File: config.mk
export PLATFORM = sky130hd
export DESIGN_NAME = armleocpu_cache_arbiter
export DESIGN_NICKNAME = d
export VERILOG_FILES = /design/src/rtl/armleocpu_cache_arbiter_pkg.sv /design/src/rtl/armleocpu_rr_pick2.sv /design/src/rtl/armleocpu_cache_arbiter.sv
export SDC_FILE = /design/constraint.sdc
export NUM_CORES = 1
export LEC_CHECK = 0
export BUFFER_PORTS_ARGS = -buffer_cell sky130_fd_sc_hd__clkbuf_2
export CAP_MARGIN = 20
export CORE_AREA = 2 2 130 132
export DETAILED_ROUTE_END_ITERATION = 10
export DIE_AREA = 0 0 132 134
export PLACE_DENSITY_LB_ADDON = 0.15
export SYNTH_ARGS = -nofsm -noshare
export SYNTH_HDL_FRONTEND = slang
export SYNTH_SLANG_ARGS = --single-unit
export TNS_END_PERCENT = 30
File: constraint.sdc
create_clock -name clk -period 2.5 [get_ports clk]
set_input_delay 0.25 -clock clk [delete_from_list [all_inputs] [get_ports clk]]
set_output_delay 0.25 -clock clk [all_outputs]
set_load 0.05 [all_outputs]
File: src/rtl/armleocpu_cache_arbiter_pkg.sv
`default_nettype none
// ============================================================================
// Module   : armleocpu_cache_arbiter_pkg
// Brief    : Cache command/response encodings and arbiter state type.
// Revision : 1.0 - initial release
// ============================================================================
package armleocpu_cache_arbiter_pkg;

  localparam logic [3:0] CACHE_CMD_NONE              = 4'd0;
  localparam logic [3:0] CACHE_CMD_EXECUTE           = 4'd1;
  localparam logic [3:0] CACHE_CMD_LOAD              = 4'd2;
  localparam logic [3:0] CACHE_CMD_STORE             = 4'd3;
  localparam logic [3:0] CACHE_CMD_FLUSH_ALL         = 4'd4;

  localparam logic [3:0] CACHE_RESPONSE_IDLE         = 4'd0;
  localparam logic [3:0] CACHE_RESPONSE_WAIT         = 4'd1;
  localparam logic [3:0] CACHE_RESPONSE_DONE         = 4'd2;
  localparam logic [3:0] CACHE_RESPONSE_ACCESSFAULT  = 4'd3;
  localparam logic [3:0] CACHE_RESPONSE_PAGEFAULT    = 4'd4;
  localparam logic [3:0] CACHE_RESPONSE_MISSALIGNED  = 4'd5;
  localparam logic [3:0] CACHE_RESPONSE_UNKNOWNTYPE  = 4'd6;

  typedef enum logic [1:0] {
    ARB_IDLE  = 2'd0,
    ARB_BUSY0 = 2'd1,
    ARB_BUSY1 = 2'd2
  } arb_state_t;

  // A terminal response ends the cache transaction and frees the port.
  function automatic logic is_terminal(input logic [3:0] resp);
    return (resp == CACHE_RESPONSE_DONE)        ||
           (resp == CACHE_RESPONSE_ACCESSFAULT) ||
           (resp == CACHE_RESPONSE_MISSALIGNED) ||
           (resp == CACHE_RESPONSE_PAGEFAULT);
  endfunction

endpackage
`default_nettype wire

File: src/rtl/armleocpu_rr_pick2.sv
`default_nettype none
// ============================================================================
// Module   : armleocpu_rr_pick2
// Brief    : Combinational two-way pick, round-robin or fixed priority.
// Revision : 1.0 - initial release
// ============================================================================
module armleocpu_rr_pick2 #(
  parameter int FIXED_PRIORITY = 0
) (
  input  logic [1:0] req,
  input  logic       rr_last,
  output logic       grant_valid,
  output logic       grant_idx
);

  logic w_tie_idx;

  assign w_tie_idx   = (FIXED_PRIORITY != 0) ? 1'b0 : ~rr_last;
  assign grant_valid = |req;
  assign grant_idx   = (req == 2'b11) ? w_tie_idx : req[1];

endmodule
`default_nettype wire

File: src/rtl/armleocpu_cache_arbiter.sv
`default_nettype none
// ============================================================================
// Module   : armleocpu_cache_arbiter
// Brief    : Shares one cache command port between fetch (r0) and memory (r1).
// Revision : 1.0 - initial release
// ============================================================================
module armleocpu_cache_arbiter
  import armleocpu_cache_arbiter_pkg::*;
#(
  parameter int FIXED_PRIORITY = 0
) (
  input  logic        clk,
  input  logic        rst,

  input  logic [3:0]  r0_cmd,
  input  logic [31:0] r0_address,
  input  logic [2:0]  r0_load_type,
  input  logic [1:0]  r0_store_type,
  input  logic [31:0] r0_store_data,
  output logic [3:0]  r0_response,
  output logic [31:0] r0_load_data,
  output logic        r0_reset_done,

  input  logic [3:0]  r1_cmd,
  input  logic [31:0] r1_address,
  input  logic [2:0]  r1_load_type,
  input  logic [1:0]  r1_store_type,
  input  logic [31:0] r1_store_data,
  output logic [3:0]  r1_response,
  output logic [31:0] r1_load_data,
  output logic        r1_reset_done,

  output logic [3:0]  c_cmd,
  output logic [31:0] c_address,
  output logic [2:0]  c_load_type,
  output logic [1:0]  c_store_type,
  output logic [31:0] c_store_data,
  input  logic [3:0]  c_response,
  input  logic [31:0] c_load_data,
  input  logic        c_reset_done,

  output logic        owner,
  output logic        busy,
  output logic        protocol_error
);

  arb_state_t r_state;
  logic       r_rr_last;
  logic       r_protocol_error;

  logic       w_busy;
  logic       w_owner_idx;
  logic       w_terminal;
  logic       w_lost;
  logic       w_arb_cycle;
  logic       w_enable;
  logic [1:0] w_req;
  logic       w_grant_valid;
  logic       w_grant_idx;
  logic       w_issue;
  logic       w_sel;

  assign w_busy      = (r_state != ARB_IDLE);
  assign w_owner_idx = (r_state == ARB_BUSY1);
  assign w_terminal  = w_busy && is_terminal(c_response);
  assign w_lost      = w_busy && (c_response == CACHE_RESPONSE_IDLE);
  assign w_arb_cycle = !w_busy || w_terminal;
  assign w_enable    = !rst && c_reset_done;
  assign w_req       = {r1_cmd != CACHE_CMD_NONE, r0_cmd != CACHE_CMD_NONE};

  armleocpu_rr_pick2 #(
    .FIXED_PRIORITY (FIXED_PRIORITY)
  ) u_pick (
    .req         (w_req),
    .rr_last     (r_rr_last),
    .grant_valid (w_grant_valid),
    .grant_idx   (w_grant_idx)
  );

  assign w_issue = w_enable && w_arb_cycle && w_grant_valid;
  // Mux follows the new grant when issuing, otherwise stays on the owner.
  assign w_sel   = w_issue ? w_grant_idx : (w_busy ? w_owner_idx : r_rr_last);

  assign c_cmd        = w_issue ? (w_sel ? r1_cmd : r0_cmd) : CACHE_CMD_NONE;
  assign c_address    = w_sel ? r1_address    : r0_address;
  assign c_load_type  = w_sel ? r1_load_type  : r0_load_type;
  assign c_store_type = w_sel ? r1_store_type : r0_store_type;
  assign c_store_data = w_sel ? r1_store_data : r0_store_data;

  always_comb begin
    r0_response = (r0_cmd != CACHE_CMD_NONE) ? CACHE_RESPONSE_WAIT : CACHE_RESPONSE_IDLE;
    r1_response = (r1_cmd != CACHE_CMD_NONE) ? CACHE_RESPONSE_WAIT : CACHE_RESPONSE_IDLE;
    if (!w_enable) begin
      r0_response = CACHE_RESPONSE_IDLE;
      r1_response = CACHE_RESPONSE_IDLE;
    end else if (w_busy) begin
      if (w_owner_idx) r1_response = c_response;
      else             r0_response = c_response;
    end
  end

  assign r0_load_data  = c_load_data;
  assign r1_load_data  = c_load_data;
  assign r0_reset_done = c_reset_done;
  assign r1_reset_done = c_reset_done;

  always_ff @(posedge clk) begin
    if (rst) begin
      r_state          <= ARB_IDLE;
      r_rr_last        <= 1'b1;
      r_protocol_error <= 1'b0;
    end else if (c_reset_done) begin
      if (w_lost) begin
        r_protocol_error <= 1'b1;
        r_state          <= ARB_IDLE;
      end else if (w_arb_cycle) begin
        if (w_grant_valid) begin
          r_state   <= w_grant_idx ? ARB_BUSY1 : ARB_BUSY0;
          r_rr_last <= w_grant_idx;
        end else begin
          r_state   <= ARB_IDLE;
        end
      end
    end
  end

  assign owner          = r_rr_last;
  assign busy           = w_busy;
  assign protocol_error = r_protocol_error;

endmodule
`default_nettype wire

=== Word-level counts from Yosys, hierarchy flattened ===
Index checks and enable logic that the tools add are counted.

* Register bits after elaboration: 4
* Input bits: 185
* Output and inout bits: 150
* Word-level logic and storage cells: 52

* Eq/ne operators: 6
* Multiplexer cells: 21
* Bitwise operators: 2
* Reductions and logical operators: 20

{| class="wikitable"
|+ Operators with widths
! operator !! count
|-
| two-way mux 32 bit || 2
|-
| two-way mux 4 bit || 8
|-
| two-way mux 2 bit || 5
|-
| == test 4 x 2 -> 1 bit, second input constant || 2
|-
| == test 4 x 3 -> 1 bit, second input constant || 2
|-
| nonzero test 4 bit || 2
|-
| logical AND 1 bit || 5
|-
| two-way mux 1 bit || 5
|-
| == test 2 bit, second input constant || 2
|-
| zero test 4 bit || 1
|-
| logical OR 1 bit || 4
|-
| AND reduction 2 bit || 2
|-
| AND reduction 4 bit || 1
|-
| nonzero test 2 bit || 2
|-
| two-way mux 3 bit || 1
|-
| zero test 1 bit || 2
|-
| NOT 1 bit || 2
|-
| OR reduction 2 bit || 1
|}

=== Longest topological paths before layout ===
* Depth after elaboration: 11
* Gate-level depth with buffers: 7
* Depth with buffers taken out: 4

=== Cells and area by module ===
From an unflattened synthesis, not the netlist that was laid out.

* Cell total of the unflattened synthesis: 600
* Area, all modules: 3619.7 µm²

{| class="wikitable"
|+ By module, submodules not included
! module !! instances !! cells an instance !! area an instance (µm²) !! sequential area each (µm²)
|-
| armleocpu_cache_arbiter || 1 || 598 || 3606.0 || 80.1
|-
| armleocpu_rr_pick2 || 1 || 2 || 13.8 || 0.0
|}

=== Least setup slack after synthesis ===
Ideal clock, no wire load.

* Path type: register to output
* From: reg r_state[0]
* To: out c_store_data[21]
* Data arrival time: 2.043 ns
* Required time: 2.250 ns
* Path slack: 0.207 ns
* Stages on the path, launching flop included: 8
* Buffers on the path: 3
* Cells stage by stage: dfxtp_1 or2_2 o22ai_1 a211o_1 buf_2 buf_6 buf_6 mux2_4

* Word-level cells in the longest chain between the ends: 7
* Elaborated cells between the ends (all ways): 10
* Those cells by class: eq/ne (1); mux (3); reduce/logical (6)

{| class="wikitable"
|+ Ends and longest elaborated chain
! element !! line !! RTL
|-
| from (decl) || armleocpu_cache_arbiter.sv:47 || <nowiki>arb_state_t r_state;</nowiki>
|-
| from (signal assigned) || armleocpu_cache_arbiter.sv:118 || <nowiki>r_state <= w_grant_idx ? ARB_BUSY1 : ARB_BUSY0;</nowiki>
|-
| nonzero test 2 bit (*) || armleocpu_cache_arbiter.sv:63 || <nowiki>assign w_busy = (r_state != ARB_IDLE);</nowiki>
|-
| named net busy || armleocpu_cache_arbiter.sv:43 || <nowiki>output logic busy,</nowiki>
|-
| zero test 1 bit / logical AND 1 bit (equally long branches) || armleocpu_cache_arbiter.sv:67, armleocpu_cache_arbiter.sv:65 ||
|-
| logical OR 1 bit || armleocpu_cache_arbiter.sv:67 || <nowiki>assign w_arb_cycle = !w_busy || w_terminal;</nowiki>
|-
| logical AND 1 bit (2 in series) || armleocpu_cache_arbiter.sv:80 || <nowiki>assign w_issue = w_enable && w_arb_cycle && w_grant_valid;</nowiki>
|-
| two-way mux 1 bit (*) || armleocpu_cache_arbiter.sv:82 || <nowiki>assign w_sel = w_issue ? w_grant_idx : (w_busy ? w_owner_idx : r_rr_last);</nowiki>
|-
| two-way mux 32 bit (*) || armleocpu_cache_arbiter.sv:88 || <nowiki>assign c_store_data = w_sel ? r1_store_data : r0_store_data;</nowiki>
|-
| to (decl) || armleocpu_cache_arbiter.sv:37 || <nowiki>output logic [31:0] c_store_data,</nowiki>
|}

Mark *: on every way through the listed nets, which the timed path passes. The rest lies on a longest branch.

=== Worst setup path in the final report ===
* From: in r1_cmd[3]
* To: out c_load_type[2]

* Word-level cells in the longest chain between the ends: 5
* Elaborated cells between the ends (all ways): 7
* Those cells by class: eq/ne (1); mux (3); reduce/logical (3)

{| class="wikitable"
|+ Ends and longest elaborated chain
! element !! line !! RTL
|-
| from (decl) || armleocpu_cache_arbiter.sv:24 || <nowiki>input logic [3:0] r1_cmd,</nowiki>
|-
| nonzero test 4 bit (*) || armleocpu_cache_arbiter.sv:69 || <nowiki>assign w_req = {r1_cmd != CACHE_CMD_NONE, r0_cmd != CACHE_CMD_NONE};</nowiki>
|-
| == test 2 bit / OR reduction 2 bit (equally long branches) || armleocpu_rr_pick2.sv:20, armleocpu_rr_pick2.sv:19 ||
|-
| two-way mux 1 bit / logical AND 1 bit (equally long branches) || armleocpu_rr_pick2.sv:20, armleocpu_cache_arbiter.sv:80 ||
|-
| two-way mux 1 bit (*) || armleocpu_cache_arbiter.sv:82 ||
|-
| two-way mux 3 bit (*) || armleocpu_cache_arbiter.sv:86 || <nowiki>assign c_load_type = w_sel ? r1_load_type : r0_load_type;</nowiki>
|-
| to (decl) || armleocpu_cache_arbiter.sv:35 || <nowiki>output logic [2:0] c_load_type,</nowiki>
|}

Mark *: on every way between the ends. The rest lies on a longest branch, timed or not.

==> impl_metrics.tcl <==
set metrics [dict create \
    min_period_ps 2450 \
    rows 47 \
    totalWireLength_mm 8.05 \
    grt_max_degree 30 \
    p_sw_mw 1.20 \
    grt-ovfl-total 0 \
    ys.flop_type "dfxtp_1" \
    clk_pin_slew_ps 30 \
    tritoncts "done" \
    synth_top_area_frac 0.356 \
    slew_violations 0 \
    finClkSkew_ps 1.60 \
    drive_above_1_share 0.887 \
    critPathLaunchType "input port" \
    postCtsSetupBuffers 0 \
    antenna_found_initial 0 \
    ys_top_cells_by_area "mux2_2, buf_4, mux2_4, dfxtp_1, o221a_2" \
    fin_crit_sh 0.981 \
    hpwl_mm 7.39 \
    crit_path_cell_trace "clkbuf_2 > buf_4 > nor4_4 > buf_4 > o41a_1 > a211o_4 > buf_12 > mux2_1 > buf_2" \
    grtUsageTotal 0.0829 \
    p_seq_frac 0.037 \
    cts.repair.resized 5 \
    die_area_um2 17700 \
    worstSetupPathType "in2out" \
    fin_ws_ps 47.5 \
    io_buffers 238 \
    place_inst 599 \
    power.internal_uw 872 \
    yosys_warnings 0 \
    io_pins 335 \
    leakage_nw 1.62 \
    synth_edf_count 0 \
    grt_pass1_wl_mm 11.8 \
    vias 2094 \
    core_area_um2 16300 \
    cts_num_sinks 4 \
    synth.distinct_cells 32 \
    place_area_um2 2890 \
    fin_cells 602 \
    synth_seq_cells 4 \
    hold_viol 0 \
    die_h_um 134 \
    synth_area_per_cell_um2 9.09 \
    fin_util 0.185 \
    worst-path-buf-inv 5 \
    worst_pin_slew_ps 429 \
    cts_max_path_buffers 2 \
    grt_pass1_vias 2216 \
    crit_fanout 24 \
    min_to "protocol_error" \
    clockPowerShare 0.120 \
    die_w_um 132 \
    wl_per_cell_um 13.4 \
    cpMaxStageDelayCell "o41a_1" \
    p_comb_frac 0.843 \
    hold_ws_ps 375 \
    antennaDiodeCount 0 \
    synthesis.nets 380 \
    cap_violations 0 \
    slew_headroom 0.711 \
    worst_path_most_repeated_cell "buf_4" \
    fin_total_pwr_mw 2.07 \
    syn_inst 195 \
    required_ps 2250 \
    dp_slack_ps -88.5 \
    cts-htree-levels 1 \
    path_delay_family "compound AO/OA/AOI/OAI gates" \
    holdPathStages 3 \
    slowest_delay_ps 430 \
    drtIter0Drc 38 \
    peakVddDrop_v 0.000260 \
    fmax_mhz 408 \
    min_from "rst" \
    fin_nets 569 \
    arrival_ps 2200 \
    fin_area_um2 3010 \
    power_density_nw_per_um2 689 \
    status "completed" \
    finalSetupViolations 0 \
    rsz0062_at_grt "yes" \
    routed_via_density 3.48 \
    postCtsHoldBufs 0 \
    worstSetupEndpointType "primary output" \
    rr_startpoint "r_state[1]" \
    r2r_end "r_state[1]" \
    area_growth_pct 69.7 \
    tns_ps 0 \
    timing.reg2reg.setup_slack_ps 1230 \
    syn-cell-area_um2 1770 \
    clkLatencyLatePin_ps 220 \
    drc 0 \
    postRouteAntennaNets 0 \
    first_pass_iters 4 \
    hold_class "in2reg" \
    synth_area_leader_cell "mux2_2" \
    cts_buffers 3 \
    start_util 0.109 \
    gp_congestion 0.749 \
    p_sw_frac 0.579 \
    cts-root-buf "clkbuf_16" \
    seq_area_frac_synth 0.0452 \
    async_flop_share 0 \
    r2r_cells 4 \
]
-- logic make-up after synthesis --
logic type,count (synthesis),synth area share
simple gates,27,0.0889
compound gates,19,0.0868
buf+inv,74,0.309
flops,4,0.0452
xor+xnor,1,0.00494
mux,70,0.465
-- worst register-to-register path, cell delays in order (launching register included) --
cell     delay (ps)
dfxtp_1         290
or2_2           340
o21ai_0         190
nand2_1         100
o32ai_1         250
-- power by group through the flow --
stage / Sequential [mW] / Clock [mW] / Combinational (mW)
2_1_floorplan: 0.0862 / 0 / 1.58
3_3_place_gp: 0.0765 / 0 / 1.75
3_5_place_dp: 0.0765 / 0 / 1.75
4_1_cts: 0.0759 / 0.254 / 1.76
5_1_grt: 0.0775 / 0.258 / 1.84
6_report: 0.0758 / 0.249 / 1.75
-- worst max-delay path by stage --
| stage | startpoint | to | slack (ps) | depth (start not counted) |
|---|---|---|---|---|
| final | r1_cmd[3] | c_load_type[2] | 50 | 9 |
| after global routing | r1_cmd[3] | c_load_type[2] | -40 | 10 |
| after CTS | r1_cmd[3] | c_load_type[2] | 1 | 9 |
| after detailed placement | r1_cmd[3] | c_store_data[19] | -90 | 7 |
| after global placement | r1_cmd[3] | c_store_data[19] | -60 | 7 |
| after floorplan | r_state[0] | c_store_data[21] | 210 | 7 |
-- registers in the layout (all words and copies together), names as in the netlist --
signal          flops
protocol_error      1
r_state             2
owner               1
-- cells in the mapped netlist (all sizes together) (2+ instances only) --
| library cell | count |
|---|---|
| nand2 | 4 |
| o21a | 3 |
| and3 | 6 |
| dfxtp | 4 |
| mux2 | 69 |
| nand2b | 3 |
| nor2 | 4 |
| o221a | 4 |
| a211oi | 2 |
| a21oi | 2 |
| o21ai | 2 |
| nor2b | 2 |
| buf | 74 |
| nor4 | 2 |
| or4 | 2 |
-- cell usage in the layout, fill, tap and decap left out, drive strengths merged, types with 3 or more instances in the layout --
cell    count
clkbuf    185
buf        76
mux2       69
and3        6
nand2       4
o221a       4
nor2        4
dfxtp       4
o21a        3
nand2b      3
-- cell type report --
cell class              instances  area (um^2)
fillers                      1877        13300
clock buffers                   3         75.1
flip-flops and latches          4         80.1
well taps                     220          275
repair buffers                258         1390
multi-input cells             117         1180
-- routing by layer --
metal	up-vias	GRT usage	part of all wire
met3	13	0.0295	0.11
met4	0	0.0187	0.011
met1	903	0.0950	0.39
met5	-	0	0
met2	167	0.148	0.49
li1	1011	-	-
(Power assumes the default switching activity.)
